[src/rtl/alu_result_register_if.sv]
// Control/data bundle between the SAP-U adder/control word and the sigma register.
// Define ALU_OVERFLOW_EN to add the signed-overflow inputs and flag.
interface alu_result_register_if #(
  parameter int WIDTH = 8
);
  logic [WIDTH-1:0] sum_in;
  logic             cout_in;
  logic             operand_chg;
  logic             result_load;
  logic             flags_load;
  logic             bus_oe;
  logic [WIDTH-1:0] result;
  logic             carry_flag;
  logic             zero_flag;
  logic             ready;
  logic             load_pending;
  logic [WIDTH-1:0] bus_out;
  logic             bus_drive;
`ifdef ALU_OVERFLOW_EN
  logic             a_msb;
  logic             b_eff_msb;
  logic             overflow_flag;
`endif

  modport master (
    output sum_in, cout_in, operand_chg, result_load, flags_load, bus_oe,
`ifdef ALU_OVERFLOW_EN
    output a_msb, b_eff_msb,
    input  overflow_flag,
`endif
    input  result, carry_flag, zero_flag, ready, load_pending, bus_out, bus_drive
  );

  modport slave (
    input  sum_in, cout_in, operand_chg, result_load, flags_load, bus_oe,
`ifdef ALU_OVERFLOW_EN
    input  a_msb, b_eff_msb,
    output overflow_flag,
`endif
    output result, carry_flag, zero_flag, ready, load_pending, bus_out, bus_drive
  );
endinterface

[src/rtl/alu_result_register.sv]
// Sigma register and carry/zero flags behind the ripple adder, with settle-time load deferral.
// Define ALU_OVERFLOW_EN to also capture a signed overflow flag under the flag strobe.
//
// state    | meaning
// READY    | adder output settled; loads capture immediately
// SETTLING | operands changed recently; loads are deferred as pending
module alu_result_register #(
  parameter int WIDTH         = 8,
  parameter int SETTLE_CYCLES = 2
) (
  input logic                clk,
  input logic                rst,
  alu_result_register_if.slave alu
);
  localparam int CW = (SETTLE_CYCLES > 0) ? $clog2(SETTLE_CYCLES + 1) : 1;
  localparam logic [CW-1:0] SETTLE_LOAD = CW'(SETTLE_CYCLES);
  localparam logic [CW-1:0] COUNT_LAST  = CW'(1);

  typedef enum logic {READY, SETTLING} state_t;

  state_t           state;
  logic [CW-1:0]    count;
  logic             res_pending;
  logic             flg_pending;
  logic [WIDTH-1:0] result_q;
  logic             carry_q;
  logic             zero_q;
  logic             chg;
  logic             capture;
  logic             res_req;
  logic             flg_req;

  // With no settle time the sum is always valid, so operand changes never block a capture.
  assign chg     = (SETTLE_CYCLES > 0) && alu.operand_chg;
  assign capture = (state == READY) && !chg;
  assign res_req = alu.result_load | res_pending;
  assign flg_req = alu.flags_load | flg_pending;

`ifdef ALU_OVERFLOW_EN
  logic ovf_q;
  logic ovf_next;
  assign ovf_next = (alu.a_msb == alu.b_eff_msb) && (alu.sum_in[WIDTH-1] != alu.a_msb);
  assign alu.overflow_flag = ovf_q;
`endif

  always_ff @(posedge clk) begin
    if (rst) begin
      state       <= READY;
      count       <= '0;
      res_pending <= 1'b0;
      flg_pending <= 1'b0;
      result_q    <= '0;
      carry_q     <= 1'b0;
      zero_q      <= 1'b0;
`ifdef ALU_OVERFLOW_EN
      ovf_q       <= 1'b0;
`endif
    end else begin
      if (chg) begin
        state <= SETTLING;
        count <= SETTLE_LOAD;
      end else if (state == SETTLING) begin
        if (count == COUNT_LAST) begin
          state <= READY;
          count <= '0;
        end else begin
          count <= count - 1'b1;
        end
      end

      if (res_req) begin
        if (capture) begin
          result_q    <= alu.sum_in;
          res_pending <= 1'b0;
        end else begin
          res_pending <= 1'b1;
        end
      end

      if (flg_req) begin
        if (capture) begin
          carry_q     <= alu.cout_in;
          zero_q      <= (alu.sum_in == '0);
`ifdef ALU_OVERFLOW_EN
          ovf_q       <= ovf_next;
`endif
          flg_pending <= 1'b0;
        end else begin
          flg_pending <= 1'b1;
        end
      end
    end
  end

  assign alu.result       = result_q;
  assign alu.carry_flag   = carry_q;
  assign alu.zero_flag    = zero_q;
  assign alu.ready        = (state == READY);
  assign alu.load_pending = res_pending | flg_pending;
  assign alu.bus_out      = alu.bus_oe ? result_q : '0;
  assign alu.bus_drive    = alu.bus_oe;
endmodule
[src/flat_wrapper.sv]
// flat-port wrapper written by rule: the top's interface ports become plain ports
module alu_result_register_flat 
#(
  parameter int WIDTH         = 8,
  parameter int SETTLE_CYCLES = 2
)
  (clk, rst, alu_sum_in, alu_cout_in, alu_operand_chg, alu_result_load, alu_flags_load, alu_bus_oe, alu_result, alu_carry_flag, alu_zero_flag, alu_ready, alu_load_pending, alu_bus_out, alu_bus_drive);
  alu_result_register_if #(.WIDTH(WIDTH)) alu_i ();
  input logic clk;
  input logic rst;
  input wire logic [$bits(alu_i.sum_in)-1:0] alu_sum_in;
  input wire logic [$bits(alu_i.cout_in)-1:0] alu_cout_in;
  input wire logic [$bits(alu_i.operand_chg)-1:0] alu_operand_chg;
  input wire logic [$bits(alu_i.result_load)-1:0] alu_result_load;
  input wire logic [$bits(alu_i.flags_load)-1:0] alu_flags_load;
  input wire logic [$bits(alu_i.bus_oe)-1:0] alu_bus_oe;
  output wire logic [$bits(alu_i.result)-1:0] alu_result;
  output wire logic [$bits(alu_i.carry_flag)-1:0] alu_carry_flag;
  output wire logic [$bits(alu_i.zero_flag)-1:0] alu_zero_flag;
  output wire logic [$bits(alu_i.ready)-1:0] alu_ready;
  output wire logic [$bits(alu_i.load_pending)-1:0] alu_load_pending;
  output wire logic [$bits(alu_i.bus_out)-1:0] alu_bus_out;
  output wire logic [$bits(alu_i.bus_drive)-1:0] alu_bus_drive;
  assign alu_i.sum_in = alu_sum_in;
  assign alu_i.cout_in = alu_cout_in;
  assign alu_i.operand_chg = alu_operand_chg;
  assign alu_i.result_load = alu_result_load;
  assign alu_i.flags_load = alu_flags_load;
  assign alu_i.bus_oe = alu_bus_oe;
  assign alu_result = alu_i.result;
  assign alu_carry_flag = alu_i.carry_flag;
  assign alu_zero_flag = alu_i.zero_flag;
  assign alu_ready = alu_i.ready;
  assign alu_load_pending = alu_i.load_pending;
  assign alu_bus_out = alu_i.bus_out;
  assign alu_bus_drive = alu_i.bus_drive;
  alu_result_register #(.WIDTH(WIDTH), .SETTLE_CYCLES(SETTLE_CYCLES)) u_core (.clk(clk), .rst(rst), .alu(alu_i));
endmodule
[config.mk]
export PLATFORM = sky130hd
export DESIGN_NAME = alu_result_register_flat
export DESIGN_NICKNAME = d
export VERILOG_FILES = /design/src/rtl/alu_result_register_if.sv /design/src/rtl/alu_result_register.sv /design/src/flat_wrapper.sv
export SDC_FILE = /design/constraint.sdc
export NUM_CORES = 1
export LEC_CHECK = 0
export CORE_UTILIZATION = 30
export DETAILED_ROUTE_END_ITERATION = 8
export PLACE_DENSITY_LB_ADDON = 0.08
export SETUP_SLACK_MARGIN = 0.2
export SYNTH_ARGS = -nofsm -noshare
export SYNTH_HDL_FRONTEND = slang
export SYNTH_SLANG_ARGS = --single-unit
export TNS_END_PERCENT = 5
[constraint.sdc]
create_clock -name clk -period 1.2 [get_ports clk]
set_input_delay 0.24 -clock clk [delete_from_list [all_inputs] [get_ports clk]]
set_output_delay 0.24 -clock clk [all_outputs]
set_load 0.01 [all_outputs]
Word-level counts from Yosys, hierarchy flattened
Cells that the tools add are included.

Add/sub/neg operators: 1. $mul: 0. Div/mod/pow operators: 0. Magnitude comparators: 0. Eq/ne operators: 1. Shifts and indexed selects: 0. Muxes and demuxes: 8. Bitwise logic cells: 4. Reduce and logical (&&, ||, !) cells: 7.

Operators with widths (number): zero test 8 bit (1); two-way mux 8 bit (1); two-way mux 2 bit (3); two-way mux 1 bit (4); AND reduction 2 bit (2); bitwise OR 1 bit (3); equality test 2 x 1 -> 1 bit (second input constant) (1); nonzero test 2 bit (1); OR reduction 2 bit (1); subtractor 2 x 1 -> 2 bit (second input constant) (1); logical AND 1 bit (1); zero test 1 bit (1); NOT 1 bit (1).

Flip-flop bits (word level): 15. Bits in latches: 0. RAM bits: 0. ROM bits: 0. Input port bits: 15. Output and inout port bits: 21. Logic and storage cells: 29. Memories kept: 0.

Depth between registers and ports, before layout
Word-level depth: 4. Gate-level depth with buffers: 5.

Worst setup path before layout
OpenSTA, ideal clock, no wires.

Path kind: reg2reg. From: reg u_core.state. To: reg u_core.carry_q, in the netlist u_core.alu.carry_flag. Setup time: 132 ps. Arrival time: 881 ps. Path slack: 187 ps. Stages on the path, launching flop included: 5. Path buffers: 1. Clock period less this slack: 1013 ps. Cells stage by stage: dfxtp_1 -> or2_1 -> buf_6 -> o21ai_2 -> a21oi_1.

Word-level cells in the longest chain between the ends: 3.

Ends and longest elaborated chain: from (decl) (line alu_result_register.sv:21) `state_t state;`; from (signal assigned) (line alu_result_register.sv:48) `state <= READY;`; from (signal assigned) (line alu_result_register.sv:60) `state <= SETTLING;`; from (signal assigned) (line alu_result_register.sv:64) `state <= READY;`; NOT 1 bit (line alu_result_register.sv:35) `assign capture = (state == READY) && !chg;`; logical AND 1 bit (line alu_result_register.sv:35); AND reduction 2 bit (no line); to (signal assigned) (line alu_result_register.sv:82) `carry_q <= alu.cout_in;`; to (decl) (line alu_result_register.sv:26) `logic carry_q;`.

Every way passes these cells. A chain may end at the register's enable or synchronous reset.

Final worst setup path
From: reg u_core.flg_pending. To: out alu_load_pending.

Word-level cells in the longest chain between the ends: 1.

Ends and longest elaborated chain: from (decl) (line alu_result_register.sv:24) `logic flg_pending;`; from (signal assigned) (line alu_result_register.sv:51) `flg_pending <= 1'b0;`; from (signal assigned) (line alu_result_register.sv:87) `flg_pending <= 1'b0;`; from (signal assigned) (line alu_result_register.sv:89) `flg_pending <= 1'b1;`; bitwise OR 1 bit (line alu_result_register.sv:99) `assign alu.load_pending = res_pending | flg_pending;`; to (decl) (line flat_wrapper.sv:21) `output wire logic [$bits(alu_i.load_pending)-1:0] alu_load_pending;`.

Every way passes these cells.

==> out/metrics.csv <==
stage;metric;value;unit
grt;GR Util met1;20.2;%
route;via count;729;
run_status;status;finished, violations left;
synthesis;Synth Net Count;96;
pwr;peak supply drop;521;µV
die;Chip Height;49.6;µm
grt;Overflow after GRT;0;
clock_tree;CTS Hold Buffers Added;0;
placed_design;I/O Buffers;35;
layout;n_diodes;0;
grt;number of global-route vias before repair;634;
die;Starting Density;33.3;%
layout;area of the multi-input gates;483;µm²
timing;Final Critical Period;1.21;ns
critical_path;Critical Path Start Type;flip-flop;
grt;M3 GR Usage;2.78;%
route;Residual DRC;0;
clock_tree;CTS Sinks;15;
timing;crit share post-route;101;%
layout;most common cell after layout, fill and taps aside;buf_6;
route;initial DRC count;7;
synthesis;Cell Area, Synth;679;µm²
placed_design;placed insts;145;
clock_tree;clock slew at reported path FFs;0.10;ns
route;Vias/cell;4.83;
clock_tree;CTS root buf;clkbuf_4;
layout;Register Area;318;µm²
timing;Final setup viols;1;
clock_tree;later-pin clock latency in the skew report;0.29;ns
grt;GR peak layer;met2;
die;Top-Level Pins;36;
timing;worst setup margin;-0.00750;ns
placed_design;GP Congestion;0.799;
grt;pin count of the biggest net entering global routing;11;
layout;Finished Layout Cells;151;
route;Total Routed Length;1.98;mm
critical_path;Worst Setup Path Type;reg -> out;
timing;Final Slew Violations;0;
route;TritonRoute pass-1 iters;3;
die;row count;16;
synthesis;Synth Instances;80;
critical_path;crit path max fanout;2;
grt;gr usage total;16.6;%
layout;layout cells sized above 1;69.4;%
synthesis;post-synthesis register bit count;15;
critical_path;Critical Path AT;0.97;ns
die;core area;2040;µm²
synthesis;register area share after synthesis;44.2;%
grt;met2 usage;28.4;%
grt;initial antenna violation count;0;
synthesis;Post-Syn Area per Cell;8.49;µm²
timing;Slew HR;75.4;%
clock_tree;H-tree depth;1;
flow_run;Max Cap Viol;0;
timing;Fin. Hold Viols;0;
grt;first-pass GRT wire length;3.02;mm
route;DR WL/cell;13.1;µm
synthesis;Synth warnings;0;
run_status;failing checks;setup timing;
timing;Worst-Margin Slew;0.368;ns
min_path;Worst Hold Class;in -> reg;
timing;RSZ-0062 raised after global routing;yes;
timing;Clock Skews;0.00148;ns
clock_tree;CTS tree;built;
layout;fin nets;141;
pwr;PwrDens;903;nW/µm²
pwr;leakage power;0.540;nW
critical_path;Crit. End Element;output pin;
timing;WHS;0.261;ns
critical_path;CP required;0.96;ns
layout;Fillers;189;
synthesis;Synth cell types;23;
layout;most frequent cells in the layout;buf_6, dfxtp_2, o21ai_2;
clock_tree;CTS Buffer Depth;2;
route;post-route ant nets;0;
die;die area;2460;µm²
die;Die X;49.6;µm
clock_tree;CTS Buf Count;3;
layout;area grow syn2layout;93.4;%
timing;Max Clk Rate;828;MHz
placed_design;Post-DP HPWL;1.25;mm
sequential cells by signal (all words and copies together) (netlist names):
| register | flops |
|---|---|
| u_core.res_pending | 1 |
| u_core.alu.carry_flag | 1 |
| u_core.state | 1 |
| u_core.alu.result | 8 |
| u_core.alu.zero_flag | 1 |
| u_core.count | 2 |
| u_core.flg_pending | 1 |
logic make-up after synthesis:
kind of cell,Yosys count,synth area share (%)
and+or+nand+nor,33,28.2
adders and majority gates,1,1.84
buffers and inverters,8,6.81
AOI/OAI and AO/OA,23,19.0
DFF,15,44.2
cell usage after synthesis (all sizes together):
cell / instances / area share [%]
or2: 3 / 2.8
and2b: 1 / 1.1
nor2: 5 / 3.5
ha: 1 / 1.8
clkbuf: 2 / 1.3
and2: 8 / 7.4
o21ai: 10 / 9.0
nor3: 3 / 2.2
inv: 3 / 1.7
buf: 3 / 3.9
nor4: 2 / 1.8
nor3b: 1 / 1.1
nand3b: 1 / 1.1
nand3: 8 / 5.9
a211oi: 1 / 1.1
dfxtp: 15 / 44
nand4b: 1 / 1.3
a21oi: 12 / 8.8
repair_timing:
item / in CTS / in global routing
setup buffers: 2 / 0
setup endpoints to repair: 33 / 34
gates resized for setup: 126 / 37
cloned: 0 / 0
pin swaps: 10 / 25
path summary, 6_finish.rpt:
path	from	endpoint	slack, ns	depth (start not counted)
setup / recovery	u_core.flg_pending$_SDFFE_PP0P_	alu_load_pending	-0.008	2
hold / removal	alu_sum_in[6]	u_core.alu.result[6]$_SDFFE_PP0P_	0.26	3
hold reg to reg	u_core.alu.zero_flag$_SDFFE_PP0P_	u_core.alu.zero_flag$_SDFFE_PP0P_	0.47	2
setup reg to reg	u_core.state$_SDFF_PP0_	u_core.count[1]$_SDFFE_PP0P_	0.05	5
power breakdown:
part	switching, mW	internal [mW]	leakage, nW	total [mW]
registers	0.0219	0.529	0.129	0.551
clock network	0.180	0.124	0.0177	0.304
logic	0.155	0.176	0.394	0.331
total	0.358	0.829	0.540	1.19
layout make-up:
type | instances | area share (%)
clock buffers | 3 | 1.71
clock inverters | 1 | 0.381
inverters | 3 | 0.857
multi-input cells | 57 | 36.8
flip-flops and latches | 15 | 24.2
well taps | 27 | 2.57
repair buffers | 45 | 33.5
critical path, cell delays in order, from the launching register on:
cell and delay, ns:
dfxtp_1 0.32, or2_4 0.24, buf_6 0.12
per-stage QoR:
stage	worst slack (ns)	util (%)	cell area, µm²	power, mW	TNS [ns]
floorplan	0.203	-	681	0.662	0
global placement	-0.585	53.4	1090	0.804	-7.36
detailed placement	-0.618	53.4	1090	0.808	-7.79
CTS	-0.0211	57.2	1170	1.15	-0.0211
global route	-0.0499	64.3	1310	1.25	-0.0499
finish	-0.00750	64.3	1310	1.19	-0.00750
per-layer routing:
metal  wire (µm)  part of all wire [%]
met1         815                    41
met2        1060                    54
met3          77                   3.9
met4          20                   1.0
met5           0                     0
(Power assumes the default switching activity.)
